`src/rtl/uart_tx_arb.sv`:
```
// Round-robin arbiter and frame sequencer sharing one uart_tx among NUM_REQ byte producers.
// Optional burst lock enabled by defining UART_TX_ARB_LOCK_EN; the default build is pure round-robin.
module uart_tx_arb #(
    parameter int NUM_REQ    = 4,
    parameter int GUARD_BITS = 1
) (
    input  logic                       clk_i,
    input  logic                       rst_ni,
    input  logic                       baud_tick_x16_i,
    input  logic                       parity_en_i,
    input  logic [NUM_REQ-1:0]         req_valid_i,
    input  logic [NUM_REQ*8-1:0]       req_data_i,
    input  logic [NUM_REQ-1:0]         req_lock_i,
    output logic [NUM_REQ-1:0]         req_ready_o,
    output logic                       tx_en_o,
    output logic [7:0]                 tx_data_o,
    output logic                       busy_o,
    output logic [$clog2(NUM_REQ)-1:0] grant_id_o
);

    localparam int IW = $clog2(NUM_REQ);

    localparam logic [1:0] ST_IDLE  = 2'd0;
    localparam logic [1:0] ST_ISSUE = 2'd1;
    localparam logic [1:0] ST_WAIT  = 2'd2;

    // Handshake: req_ready_o[k] is high only in IDLE, only for the winner, and only
    // while req_valid_i[k] is high, so valid & ready completes in that same cycle.
    logic [1:0]    state_q, state_d;
    logic [7:0]    timer_q, timer_d;
    logic [7:0]    data_q, data_d;
    logic [IW-1:0] grant_q, grant_d;
    logic [IW-1:0] last_q, last_d;
    logic [IW-1:0] winner;
    logic [IW-1:0] rr_idx;
    logic          any_valid;
    logic [7:0]    frame_ticks;

    assign any_valid   = |req_valid_i;
    assign frame_ticks = 8'((10 + GUARD_BITS + (parity_en_i ? 1 : 0)) * 16);

`ifdef UART_TX_ARB_LOCK_EN
    logic lock_q, lock_d;
`else
    logic unused_lock;
    assign unused_lock = ^req_lock_i;
`endif

    // Scan from the farthest candidate down so the nearest valid one after last_q wins.
    always_comb begin
        winner = last_q;
        rr_idx = last_q;
        for (int i = NUM_REQ; i >= 1; i--) begin
            rr_idx = IW'((int'(last_q) + i) % NUM_REQ);
            if (req_valid_i[rr_idx]) begin
                winner = rr_idx;
            end
        end
`ifdef UART_TX_ARB_LOCK_EN
        if (lock_q && req_valid_i[last_q]) begin
            winner = last_q;
        end
`endif
    end

    always_comb begin
        state_d = state_q;
        timer_d = timer_q;
        data_d  = data_q;
        grant_d = grant_q;
        last_d  = last_q;
`ifdef UART_TX_ARB_LOCK_EN
        lock_d  = lock_q;
`endif
        case (state_q)
            ST_IDLE: begin
`ifdef UART_TX_ARB_LOCK_EN
                if (lock_q && !req_valid_i[last_q]) begin
                    lock_d = 1'b0;
                end
`endif
                if (any_valid) begin
                    data_d  = req_data_i[8*winner +: 8];
                    grant_d = winner;
                    last_d  = winner;
                    state_d = ST_ISSUE;
`ifdef UART_TX_ARB_LOCK_EN
                    lock_d  = req_lock_i[winner];
`endif
                end
            end
            ST_ISSUE: begin
                timer_d = frame_ticks;
                state_d = ST_WAIT;
            end
            ST_WAIT: begin
                if (baud_tick_x16_i) begin
                    timer_d = timer_q - 8'd1;
                    if (timer_q == 8'd1) begin
                        state_d = ST_IDLE;
                    end
                end
            end
            default: state_d = ST_IDLE;
        endcase
    end

    always_ff @(posedge clk_i or negedge rst_ni) begin
        if (!rst_ni) begin
            state_q <= ST_IDLE;
            timer_q <= '0;
            data_q  <= '0;
            grant_q <= '0;
            last_q  <= IW'(NUM_REQ - 1);
`ifdef UART_TX_ARB_LOCK_EN
            lock_q  <= 1'b0;
`endif
        end else begin
            state_q <= state_d;
            timer_q <= timer_d;
            data_q  <= data_d;
            grant_q <= grant_d;
            last_q  <= last_d;
`ifdef UART_TX_ARB_LOCK_EN
            lock_q  <= lock_d;
`endif
        end
    end

    assign req_ready_o = (state_q == ST_IDLE && any_valid)
                         ? ({{(NUM_REQ-1){1'b0}}, 1'b1} << winner) : '0;
    assign tx_en_o     = (state_q == ST_ISSUE);
    assign busy_o      = (state_q != ST_IDLE);
    assign tx_data_o   = data_q;
    assign grant_id_o  = grant_q;

endmodule

```
`config.mk`:
```
export PLATFORM = sky130hd
export DESIGN_NAME = uart_tx_arb
export DESIGN_NICKNAME = d
export VERILOG_FILES = /design/src/rtl/uart_tx_arb.sv
export SDC_FILE = /design/constraint.sdc
export NUM_CORES = 1
export LEC_CHECK = 0
export CORE_MARGIN = 2
export CORE_UTILIZATION = 38
export CTS_CLUSTER_DIAMETER = 150
export CTS_CLUSTER_SIZE = 12
export DETAILED_ROUTE_END_ITERATION = 7
export PLACE_DENSITY = 0.79
export SLEW_MARGIN = 20
export SYNTH_ARGS = -nofsm -noshare
export SYNTH_HDL_FRONTEND = slang
export SYNTH_SLANG_ARGS = --single-unit
```
`constraint.sdc`:
```
create_clock -name clk_i -period 1.9 [get_ports clk_i]
set_input_delay 0.475 -clock clk_i [delete_from_list [all_inputs] [get_ports clk_i]]
set_output_delay 0.475 -clock clk_i [all_outputs]
set_load 0.01 [all_outputs]
```
==> impl_metrics.csv, run 1 <==
group,metric,value,unit
status,status,"finished with violations",
status,violations,"setup timing",
critical_path,crit_start,"last_q[0]",
drt,antenna_left,0,
sta,slew_violations,0,
critical_path,worstPathArrival,1830,ps
synth,synth_edf_count,0,
hold_path,hold_class,"input port to async pin",
final_layout,multi_input_area,883,µm²
synth,synth-main-ff-cell,"dfrtp_1",
placement,dp_slack,-885,ps
drt,vias,1490,
critical_path,crit_fanout,4,
final_layout,regArea,553,µm²
drt,drc,0,
floorplan,row_count,21,
critical_path,reg2reg_to,"tx_data_o[6]",
sta,finalWorstSetupSlack,-408,ps
drt,drtPass1Iterations,4,
final_layout,finalNetCount,277,
synth,synth-seq-area-share,40.1,%
synth,yosysTopAreaCell,"dfrtp_1",
final_layout,drive_gt1_share,31.7,%
global_route,grt_pass1_wl,7.07,mm
synth,synth_area_leaders,"dfrtp_1, mux2i_1, nor2_1",
floorplan,ios,60,
final_layout,nFillCells,282,
critical_path,crit_type,"flop to primary output",
synth,ys_seq_elements,22,
global_route,grt_overflow,0,
cts,cts-buffers-inserted,3,
drt,drtIter0Drc,61,
global_route,antenna_found_initial,0,
sta,grt_setup_unrepaired,"true",
drt,finalWirelength,4.44,mm
synth,syn-cell-area,1380,µm²
critical_path,startpoint_type,"flop",
sta,setup_violations,12,
cts,clock_sinks,22,
pwr,power,3.57,mW
sta,max_freq,0.433,GHz
floorplan,die_width,64.3,µm
placement,dp.final_hpwl,3.29,mm
critical_path,reg2reg_setup_slack,-110,ps
synth,yosys_warnings,0,
synth,syn_nets,195,
critical_path,end_kind,"primary output",
synth,syn_avg_cell_area,9.26,µm²
global_route,grt_max_degree,17,
critical_path,crit_required,1420,ps
cts,worst_setup_hold_path_clk_slew,140,ps
cts,clk_latency,320,ps
final_layout,area_growth,70.4,%
pwr,peakVddDrop,0.678,mV
sta,maxSlewHeadroom,70.1,%
global_route,grt_usage,21.7,%
sta,tightest_slew,444,ps
pwr,p_leak,0.988,nW
floorplan,die_y,64.3,µm
pwr,powerDensity,1520,nW/µm²
cts,cts_max_path_buffers,2,
cts,root_buffer,"clkbuf_4",
sta,fin_tns_setup,-2150,ps
job,max-cap-violations,0,
drt,route.detailed.wl_per_inst,16.1,µm
synth,ys_async_sr_fraction,100,%
placement,dp_cells,265,
placement,routabilityCongestion,0.807,
cts,h-tree-depth,1,
sta,min_period_over_period,121,%
synth,syn-instance-count,149,
synth,yosysTopAreaCellShare,36.3,%
floorplan,dieArea,4130,µm²
cts,cts_tree,"yes",
final_layout,n_antenna_cell,0,
sta,fin_skew,8.37,ps
drt,vias_per_cell,5.40,
final_layout,final_cell_count_no_fill,276,
critical_path,r2r_start,"last_q[0]",
floorplan,initial_utilization,40.4,%
critical_path,worstRegToRegCells,10,
synth,synth_cell_types,38,
placement,port_buffers,55,
floorplan,fp.coreArea,3420,µm²
sta,timing_hold_violations_final,0,
global_route,grt_pass1_vias,1559,
sta,fin_crit,2310,ps
## registers in the layout, summed over array words and instances (netlist names)
register / cells
last_q: 2
state_q: 2
grant_id_o: 2
timer_q: 8
tx_data_o: 8
## how the worst max path moves through the flow
stage / to / slack (ps) / depth (start not counted)
floorplan: req_ready_o[1] / -70 / 6
detailed placement: req_ready_o[2] / -890 / 7
global placement: req_ready_o[1] / -800 / 7
CTS: req_ready_o[2] / -410 / 7
global route: req_ready_o[2] / -470 / 7
finish: req_ready_o[2] / -410 / 7
## layout by cell type (no fill, tap or decap), types with 2 or more instances in the layout
master	netlist	final
buf_4	0	26
nand3_1	5	5
clkdlybuf4s50_1	0	45
a221o_1	2	2
a221oi_4	0	2
dfrtp_1	20	20
ha_1	2	2
clkbuf_4	0	3
dfstp_2	2	2
and2_1	11	11
inv_2	1	2
a211oi_1	9	6
a22o_1	2	2
or2_4	1	2
buf_6	3	5
nor2_2	0	2
o21ai_0	3	3
a21oi_1	4	4
nor2_1	21	16
inv_1	4	3
a211oi_2	0	3
nor2_4	0	3
o21ai_1	7	5
nand2_1	6	5
mux2i_1	8	8
dlygate4sd2_1	0	4
a221oi_2	1	5
o21ai_2	2	4
nor3_1	4	4
nor2b_1	4	3
## where the power goes
part	switching, mW	total [mW]	internal [mW]	leakage [nW]
combinational	1.17	2.42	1.25	0.714
sequential	0.167	0.877	0.710	0.253
clock	0.158	0.276	0.117	0.0210
## cell usage after synthesis, types with 2 or more instances
cell and count:
a22o_1 2, nor3_1 4, nor2b_1 4, nand2b_1 2, a21oi_1 4, a221o_1 2, o21ai_2 2, buf_2 3
a221oi_1 7, a211oi_1 9, nor2_1 21, dfstp_2 2, and2_1 11, mux2i_1 8, nand3_1 5, dfrtp_1 20
inv_1 4, nand2_1 6, clkbuf_1 3, ha_1 2, buf_6 3, o21ai_1 7, o21ai_0 3
## repair_timing
action | CTS | global route
endpoints found under the hold margin | 0 | 0
resized for setup | 37 | 18
setup buffers | 4 | 4
pin swaps | 11 | 3
hold buffers | 0 | 0
setup endpoints to repair | 13 | 14
## metrics by stage
stage	utilization (%)	hold slack [ps]	area, µm²
finish	68.9	442	2350
global route	68.9	472	2350
CTS	66.2	449	2260
detailed placement	62.2	510	2120
global placement	62.2	488	2120
floorplan	-	179	1400
## worst max-delay path, cell delays in order, from the launching register on
cell	delay, ps
dfstp_2	580
nor2b_2	60
or2_4	240
o211ai_1	220
buf_4	180
buf_6	100
nor2_4	30
buf_6	110
## routing by layer
metal | wire (µm) | vias to the layer above | GRT usage, %
met3 | 147 | 10 | 3.87
met2 | 2430 | 39 | 40.2
li1 | - | 708 | -
met1 | 1770 | 733 | 25.3
met4 | 89 | 0 | 6.38
met5 | 0 | - | 0
## cell families after synthesis
| group | synth area share, % |
|---|---|
| flops | 40.1 |
| mux | 5.80 |
| buf+inv | 5.71 |
| simple gates | 24.0 |
| compound gates | 22.6 |
| fa+ha+maj | 1.81 |
## area by class of cell
type / instances / area share, %
Tap cell: 46 / 2.45
Inverter: 5 / 0.798
Sequential cell: 22 / 23.5
Clock buffer: 4 / 1.54
Timing Repair Buffer: 86 / 34.1
Multi-Input combinational cell: 113 / 37.6
Note: power is estimated with default switching activity, not from simulation.
==> run 2, diff against run 1 <==
SKIP_LAST_GASP = 1   (was unset)
==> run 2 against run 1 <==
Compared with the run above: the run still ends with setup timing left; first-iteration DRC count up 9.8%; clock power about the same; global-route usage unchanged; setup slack worse by 2.4 ps; flip-flop and latch count unchanged; sequential power about the same; final cell count unchanged; total power up 0.11%; clock skew down 2.4 ps; worst hold slack about the same; utilization up 0.073 points; wire length about the same.
==> impl_metrics.csv, run 2 (same netlist as run 1, synthesis figures left out) <==
group,metric,value,unit
status,status,"finished with violations",
status,violations,"setup timing",
sta,fin_crit,2310,ps
global_route,grt_usage,21.7,%
final_layout,final_cell_mix,"clkdlybuf4s50_1, buf_4, dfrtp_1",
pwr,powerDensity,1520,nW/µm²
global_route,grt_pass1_wl,7.07,mm
placement,dp_cells,265,
drt,wirelength_met1,1.78,mm
critical_path,startpoint_type,"flop",
global_route,antenna_found_initial,0,
critical_path,crit_required,1420,ps
cts,root_buffer,"clkbuf_4",
sta,fin_tns_setup,-2270,ps
cts,cts_tree,"yes",
final_layout,nFillCells,280,
cts,worst_setup_hold_path_clk_slew,140,ps
cts,cts-buffers-inserted,3,
drt,route.detailed.wl_per_inst,16.1,µm
drt,drtPass1Iterations,4,
pwr,power,3.58,mW
final_layout,n_antenna_cell,0,
global_route,grt_max_degree,17,
placement,routabilityCongestion,0.807,
floorplan,die_width,64.3,µm
drt,finalWirelength,4.44,mm
cts,cts-hold-fix-buffers,0,
drt,antenna_left,0,
sta,maxSlewHeadroom,70.3,%
pwr,p_leak,0.985,nW
sta,timing_hold_violations_final,0,
placement,placed_area,2120,µm²
sta,max_freq,0.433,GHz
sta,min_period_over_period,122,%
critical_path,end_kind,"primary output",
critical_path,r2r_start,"last_q[0]",
floorplan,initial_utilization,40.4,%
sta,slew_violations,0,
cts,clock_sinks,22,
sta,grt_setup_unrepaired,"true",
placement,port_buffers,55,
critical_path,reg2reg_setup_slack,-120,ps
drt,vias,1494,
job,max-cap-violations,0,
critical_path,worstRegToRegCells,10,
drt,drc,0,
sta,setup_violations,12,
hold_path,hold_class,"input port to async pin",
cts,h-tree-depth,1,
floorplan,dieArea,4130,µm²
final_layout,area_growth,70.6,%
critical_path,worstPathArrival,1840,ps
cts,cts_max_path_buffers,2,
final_layout,finalNetCount,277,
drt,wl_met2,2.43,mm
pwr,peakVddDrop,0.678,mV
drt,vias_per_cell,5.41,
sta,fin_skew,5.93,ps
critical_path,crit_fanout,4,
final_layout,final_area,2350,µm²
global_route,grt_overflow,0,
global_route,grt_pass1_vias,1559,
final_layout,regArea,553,µm²
floorplan,fp.coreArea,3420,µm²
sta,tightest_slew,442,ps
drt,met3_length,139,µm
critical_path,crit_type,"flop to primary output",
final_layout,layout_commonest_cell,"clkdlybuf4s50_1",
final_layout,drive_gt1_share,31.7,%
final_layout,multi_input_area,883,µm²
placement,dp.final_hpwl,3.29,mm
floorplan,die_y,64.3,µm
drt,drtIter0Drc,67,
critical_path,reg2reg_to,"tx_data_o[6]",
final_layout,final_cell_count_no_fill,276,
floorplan,ios,60,
critical_path,crit_start,"last_q[0]",
floorplan,row_count,21,
cts,clk_latency,320,ps
sta,finalWorstSetupSlack,-410,ps
sta,whs,442,ps
drt,highest_layer,"met4",
-- run 2: repair_timing --
action	in CTS	in global routing
setup buffers	4	4
gates resized for setup	37	16
pin swaps	11	3
setup endpoints to repair	13	14
-- run 2: cell type report --
| class | count | share of cell area [%] |
|---|---|---|
| tap | 46 | 2.44 |
| inverter | 5 | 0.797 |
| timing repair buffer | 86 | 34.2 |
| sequential | 22 | 23.5 |
| multi-input combinational | 113 | 37.5 |
| clock buffer | 4 | 1.54 |
-- run 2: how the worst max path moves through the flow --
stage | slack, ps | endpoint | depth (start not counted)
global route | -470 | req_ready_o[2] | 7
detailed placement | -890 | req_ready_o[2] | 7
floorplan | -70 | req_ready_o[1] | 6
finish | -410 | req_ready_o[2] | 7
CTS | -410 | req_ready_o[2] | 7
global placement | -800 | req_ready_o[1] | 7
-- run 2: power breakdown --
group / total (mW) / internal [mW] / leakage, nW / switching [mW]
logic: 2.42 / 1.25 / 0.710 / 1.17
clock network: 0.277 / 0.117 / 0.0210 / 0.160
registers: 0.878 / 0.710 / 0.253 / 0.168
-- run 2: critical path: stages (launching register included) --
cell and delay, ps:
dfstp_2 580, nor2b_2 60, or2_4 240, o211ai_1 220, buf_4 180, buf_6 100
nor2_4 30, buf_6 110
-- run 2: per-stage QoR --
step / setup WS (ps) / util (%)
5_1_grt: -466 / 68.9
6_report: -410 / 68.9
2_1_floorplan: -71.4 / -
4_1_cts: -413 / 66.2
3_3_place_gp: -797 / 62.2
3_5_place_dp: -885 / 62.2
-- run 2: routing by layer --
layer	vias to the layer above	global-route usage, %
met2	39	40.2
met5	-	0
met3	10	3.87
met1	737	25.3
met4	0	6.38
li1	708	-
